===== src/rtl/control_sequencer.sv =====
// rtl/control_sequencer.sv - hardwired Moore control unit: fetch, opcode dispatch and T-state strobes.
// Optional memory wait states on T1, ld-T6 and st-T7 when CTRL_MEM_WAIT_EN is defined.
module control_sequencer #(
  parameter int             OPW     = 5,
  parameter logic [OPW-1:0] ADDR_OP = 5'b00011
) (
  input  logic           Clock,
  input  logic           Clear,
  input  logic [31:0]    IR,
  input  logic           Stop,
`ifdef CTRL_MEM_WAIT_EN
  input  logic           MemReady,
`endif
  output logic           Gra,
  output logic           Grb,
  output logic           Grc,
  output logic           Rin,
  output logic           Rout,
  output logic           BAout,
  output logic           PCout,
  output logic           PCin,
  output logic           IncPC,
  output logic           IRin,
  output logic           MARin,
  output logic           MDRin,
  output logic           MDRout,
  output logic           Read,
  output logic           Write,
  output logic           Yin,
  output logic           Zin,
  output logic           ZHighout,
  output logic           ZLowout,
  output logic           HIin,
  output logic           LOin,
  output logic           Cout,
  output logic [OPW-1:0] ALU_op,
  output logic           Run
);

  localparam logic [3:0] ST_RST  = 4'd0;
  localparam logic [3:0] ST_T0   = 4'd1;
  localparam logic [3:0] ST_T1   = 4'd2;
  localparam logic [3:0] ST_T2   = 4'd3;
  localparam logic [3:0] ST_T3   = 4'd4;
  localparam logic [3:0] ST_T4   = 4'd5;
  localparam logic [3:0] ST_T5   = 4'd6;
  localparam logic [3:0] ST_T6   = 4'd7;
  localparam logic [3:0] ST_T7   = 4'd8;
  localparam logic [3:0] ST_HALT = 4'd9;

  localparam logic [2:0] CL_NOP  = 3'd0;
  localparam logic [2:0] CL_3R   = 3'd1;
  localparam logic [2:0] CL_IMM  = 3'd2;
  localparam logic [2:0] CL_NEG  = 3'd3;
  localparam logic [2:0] CL_MUL  = 3'd4;
  localparam logic [2:0] CL_LD   = 3'd5;
  localparam logic [2:0] CL_ST   = 3'd6;
  localparam logic [2:0] CL_HALT = 3'd7;

  // Unknown opcodes fall into CL_NOP so they fetch-and-skip like nop.
  function automatic logic [2:0] classify(input logic [OPW-1:0] op);
    if (op == OPW'(0))                          return CL_LD;
    else if (op == OPW'(2))                     return CL_ST;
    else if (op >= OPW'(3) && op <= OPW'(11))   return CL_3R;
    else if (op >= OPW'(12) && op <= OPW'(14))  return CL_IMM;
    else if (op == OPW'(15) || op == OPW'(16))  return CL_MUL;
    else if (op == OPW'(17) || op == OPW'(18))  return CL_NEG;
    else if (op == OPW'(27))                    return CL_HALT;
    else                                        return CL_NOP;
  endfunction

  logic [3:0]     state, nxt;
  logic [OPW-1:0] opc;
  logic [OPW-1:0] ir_op;
  logic [2:0]     cls, ir_cls;
  logic           mem_ready;
  logic           unused_ir;

  assign ir_op     = IR[31 -: OPW];
  assign unused_ir = ^IR[31-OPW:0];
  assign cls       = classify(opc);
  assign ir_cls    = classify(ir_op);

`ifdef CTRL_MEM_WAIT_EN
  assign mem_ready = MemReady;
`else
  assign mem_ready = 1'b1;
`endif

  always_ff @(posedge Clock or posedge Clear) begin
    if (Clear) begin
      state <= ST_RST;
      opc   <= '0;
    end else begin
      state <= nxt;
      if (state == ST_T2) opc <= ir_op;
    end
  end

  // Dispatch out of T2 uses IR directly since opc only captures it on that same edge.
  always_comb begin
    nxt = state;
    case (state)
      ST_RST:  nxt = ST_T0;
      ST_T0:   nxt = Stop ? ST_HALT : ST_T1;
      ST_T1:   nxt = mem_ready ? ST_T2 : ST_T1;
      ST_T2: begin
        if (ir_cls == CL_NOP)       nxt = ST_T0;
        else if (ir_cls == CL_HALT) nxt = ST_HALT;
        else                        nxt = ST_T3;
      end
      ST_T3:   nxt = ST_T4;
      ST_T4:   nxt = (cls == CL_NEG) ? ST_T0 : ST_T5;
      ST_T5:   nxt = (cls == CL_3R || cls == CL_IMM) ? ST_T0 : ST_T6;
      ST_T6: begin
        if (cls == CL_MUL)     nxt = ST_T0;
        else if (cls == CL_LD) nxt = mem_ready ? ST_T7 : ST_T6;
        else                   nxt = ST_T7;
      end
      ST_T7:   nxt = (cls == CL_ST && !mem_ready) ? ST_T7 : ST_T0;
      ST_HALT: nxt = ST_HALT;
      default: nxt = ST_RST;
    endcase
  end

  always_comb begin
    {Gra, Grb, Grc, Rin, Rout, BAout}                            = '0;
    {PCout, PCin, IncPC, IRin, MARin, MDRin, MDRout, Read, Write} = '0;
    {Yin, Zin, ZHighout, ZLowout, HIin, LOin, Cout}               = '0;
    ALU_op = '0;
    Run    = (state != ST_HALT);
    case (state)
      ST_T0: {PCout, MARin, IncPC} = 3'b111;
      ST_T1: {PCin, Read, MDRin}   = 3'b111;
      ST_T2: {MDRout, IRin}        = 2'b11;
      ST_T3: begin
        if (cls == CL_NEG)      begin Grb = 1'b1; Rout = 1'b1; Zin = 1'b1; ALU_op = opc; end
        else if (cls == CL_MUL) begin Gra = 1'b1; Rout = 1'b1; Yin = 1'b1; end
        else if (cls == CL_LD || cls == CL_ST) begin Grb = 1'b1; BAout = 1'b1; Yin = 1'b1; end
        else                    begin Grb = 1'b1; Rout = 1'b1; Yin = 1'b1; end
      end
      ST_T4: begin
        if (cls == CL_NEG)      begin ZLowout = 1'b1; Gra = 1'b1; Rin = 1'b1; end
        else if (cls == CL_3R)  begin Grc = 1'b1; Rout = 1'b1; Zin = 1'b1; ALU_op = opc; end
        else if (cls == CL_IMM) begin Cout = 1'b1; Zin = 1'b1; ALU_op = opc; end
        else if (cls == CL_MUL) begin Grb = 1'b1; Rout = 1'b1; Zin = 1'b1; ALU_op = opc; end
        else                    begin Cout = 1'b1; Zin = 1'b1; ALU_op = ADDR_OP; end
      end
      ST_T5: begin
        ZLowout = 1'b1;
        if (cls == CL_MUL)                     LOin  = 1'b1;
        else if (cls == CL_LD || cls == CL_ST) MARin = 1'b1;
        else                                   begin Gra = 1'b1; Rin = 1'b1; end
      end
      ST_T6: begin
        if (cls == CL_MUL)     begin ZHighout = 1'b1; HIin = 1'b1; end
        else if (cls == CL_LD) begin Read = 1'b1; MDRin = 1'b1; end
        else                   begin Gra = 1'b1; Rout = 1'b1; MDRin = 1'b1; end
      end
      ST_T7: begin
        if (cls == CL_LD) begin MDRout = 1'b1; Gra = 1'b1; Rin = 1'b1; end
        else              Write = 1'b1;
      end
      default: ;
    endcase
  end

endmodule


===== config.mk =====
export PLATFORM = sky130hd
export DESIGN_NAME = control_sequencer
export DESIGN_NICKNAME = d
export VERILOG_FILES = /design/src/rtl/control_sequencer.sv
export SDC_FILE = /design/constraint.sdc
export NUM_CORES = 1
export LEC_CHECK = 0
export ABC_AREA = 1
export BUFFER_PORTS_ARGS = -buffer_cell sky130_fd_sc_hd__buf_2
export CORE_MARGIN = 2
export CORE_UTILIZATION = 38
export DETAILED_ROUTE_END_ITERATION = 7
export PLACE_DENSITY = 0.76
export REMOVE_ABC_BUFFERS = 1
export SYNTH_ARGS = -nofsm -noshare
export SYNTH_HDL_FRONTEND = slang
export SYNTH_SLANG_ARGS = --single-unit

===== constraint.sdc =====
create_clock -name Clock -period 1.4 [get_ports Clock]
set_input_delay 0.28 -clock Clock [delete_from_list [all_inputs] [get_ports Clock]]
set_output_delay 0.28 -clock Clock [all_outputs]
set_load 0.01 [all_outputs]

==> metrics.txt <==
status finished, violations left; failing checks setup timing; kind of end point of the critical path output pin; Via density 5.19; worst r2r dst state[1]; top cell type by total area after synthesis dfrtp_1; static leakage 0.00108 uW; Arr. time, crit path 1.74 ns; H-tree levels 1; RSZ-0062 raised after global routing true; Longest Clk Path Bufs 2; global-route wire length before repair 4.80 mm; pwr/cell area 1970 nW/um2; Hold Crit Class in -> reg; Setup Skew 0.0119 ns; Hold Slack 0.287 ns; CTS tree done; Seq cells post-synth 9; I/O Pins 63; most frequent CP cell nand2_2; top cells by area, synth dfrtp_1 (23%), nand2_1 (13%), nor2_1 (9.5%); final wirelength 4.32 mm; Rows 18; share of the synthesized area in the top cell type 0.227; vias in the first global route 1162; # fillers 137; Tcrit/Tclk final 1.44; die width 55.1 um; DP Wirelength 2.16 mm; synth unique cells 24; global-route total usage across every layer 0.218; Worst Path Required 1.12 ns; Detail Route Antenna Nets 0; cts bufs inserted 3; Starting Density 0.400; Max-cap violations 0; first-pass iteration count of the detailed router 4; clk_lat worst skew 0.27 ns; sequential area share after synthesis 0.227; layout cells sized above 1 0.681; GPL Wtd Cong 0.846; DIE AREA 3030 um2; IO Port Bufs 35; initial antenna violation count 0; Peak supply drop 1.48 mV; fin nets 290; number of synthesized flops with an enable pin 0; worst path bufs/invs 2; Final WS setup -0.621 ns; relative slew slack 0.730; Inserted Diodes 0; Min-Delay Path Depth 3; synth warn 0; reg-to-reg slack, setup -0.17 ns; critical path's top delay family simple AND/OR/NAND/NOR gates; Slowest-stage cell, CP dfrtp_2; die height 55.1 um; P&R area growth vs syn 106%; post-synthesis async set-or-reset flop share 1.00; R2R depth 8; Final Max Tran Viols 0; syn_area_per_cell 6.04 um2; synthesized area 991 um2; post-layout minimum cycle time 2.02 ns; total number of vias 1474; slowest cell delay on critical path 0.48 ns; fmax 0.495 GHz; Synth Flop Type dfrtp_1; Final Setup Violations 31; critical-path cell list nand2_4 > inv_4 > o211ai_2 > nand2_1 > nor2_2 > nand2_2 > nand2_2 > nor2_1 > buf_2; Critical Path Start Type flop; worst slew pin tran 0.402 ns; min-delay src IR[30]; clk slew on worst S/H paths 0.07 ns; WHS Endpoint opc[3]; WS Path Type reg -> out; cell count after synthesis 164; final hold violation count 0; Clock Sinks 9; DR iter-0 viols 36; Overflow after GRT 0; wire length per cell 15.2 um; Commonest cells post-synth nand2_1 (35), nor2_1 (25), inv_1 (20); Clock Root Buffer clkbuf_4; CP max FO 5; Finished Core Util 0.825; largest net degree at the start of global routing 11; DR DRC count 0; top-count cell post-synth nand2_1; Worst R2R Start opc[4]; CORE AREA 2480 um2
## layer usage
layer	part of all wire	up-vias	GRT usage
li1	-	693	-
met1	0.39	704	0.270
met2	0.52	59	0.403
met3	0.043	18	0.0188
met4	0.043	0	0.0569
met5	0	-	0
## where the power goes
group	leakage [uW]	internal [uW]	switching [uW]
clock network	0.0000177	105	93.0
registers	0.000105	394	238
logic	0.000958	1560	1640
total	0.00108	2060	1970
## worst max-delay path by stage
stage | start | to | slack [ns] | depth (start not counted)
4_1_cts | opc[2] | Gra | -0.46 | 8
3_5_place_dp | opc[2] | Gra | -0.21 | 8
6_report | opc[0] | ALU_op[4] | -0.62 | 9
2_1_floorplan | state[3] | MDRout | -0.31 | 5
3_3_place_gp | opc[3] | Gra | -0.19 | 8
5_1_grt | opc[0] | ALU_op[4] | -0.68 | 9
## worst min-delay path, cell delays in order
cell	delay, ns
buf_2	0.13
nand2_1	0.06
o21ai_1	0.05
## flip-flops by register name, summed over array words and instances, names as in the netlist
signal and cells:
state 4, opc 5
## kinds of logic (layout without fill, tap and decap cells)
logic type / after synthesis / in the layout / share of synthesized area
compound gates: 17 / 17 / 0.111
buf+inv: 36 / 126 / 0.149
flops: 9 / 9 / 0.227
simple gates: 102 / 102 / 0.513
## metrics by stage
| step | setup WS, ns | setup TNS (ns) | std cells | power, uW | area (um2) |
|---|---|---|---|---|---|
| after floorplan | -0.306 | -0.751 | 160 | 1450 | 966 |
| after global placement | -0.189 | -1.75 | 259 | 2260 | 1430 |
| after detailed placement | -0.213 | -2.19 | 259 | 2290 | 1430 |
| after CTS | -0.461 | -9.13 | 275 | 3110 | 1710 |
| after global routing | -0.679 | -13.61 | 284 | 4250 | 2040 |
| final | -0.621 | -11.58 | 284 | 4030 | 2040 |
## area by class of cell
class | instances | area (um2) | share of cell area
multi-input combinational | 119 | 877 | 0.429
timing repair buffer | 90 | 733 | 0.359
sequential | 9 | 233 | 0.114
inverter | 32 | 136 | 0.0667
tap | 30 | 37.5 | 0.0184
clock buffer | 3 | 22.5 | 0.0110
clock inverter | 1 | 5.00 | 0.00245
## placed cells by master (no fill, tap or decap), types with 2 or more instances in the layout
cell type / count
nor3_4: 3
dfrtp_1: 3
nand2_4: 7
nand2_8: 2
o211ai_2: 2
nand3_2: 2
buf_4: 36
nand3_1: 8
nor2_4: 16
o21ai_0: 2
nor2_2: 5
nor2_1: 14
dfrtp_2: 6
o21ai_2: 3
clkbuf_4: 3
nand2_2: 8
nand2_1: 27
nor3_2: 3
nor3_1: 2
nand3_4: 3
inv_4: 6
clkinv_2: 2
o21ai_1: 5
buf_6: 30
buf_2: 23
inv_1: 13
inv_2: 12
a21oi_1: 2
## repair_timing
action	in CTS	in global routing
endpoints found under the setup margin	29	32
pin swaps	12	18
hold buffers	1	0
setup buffers	11	10
hold endpoints to repair	9	0
gates resized for setup	46	65
No activity file was read; power rests on OpenSTA's default activity.
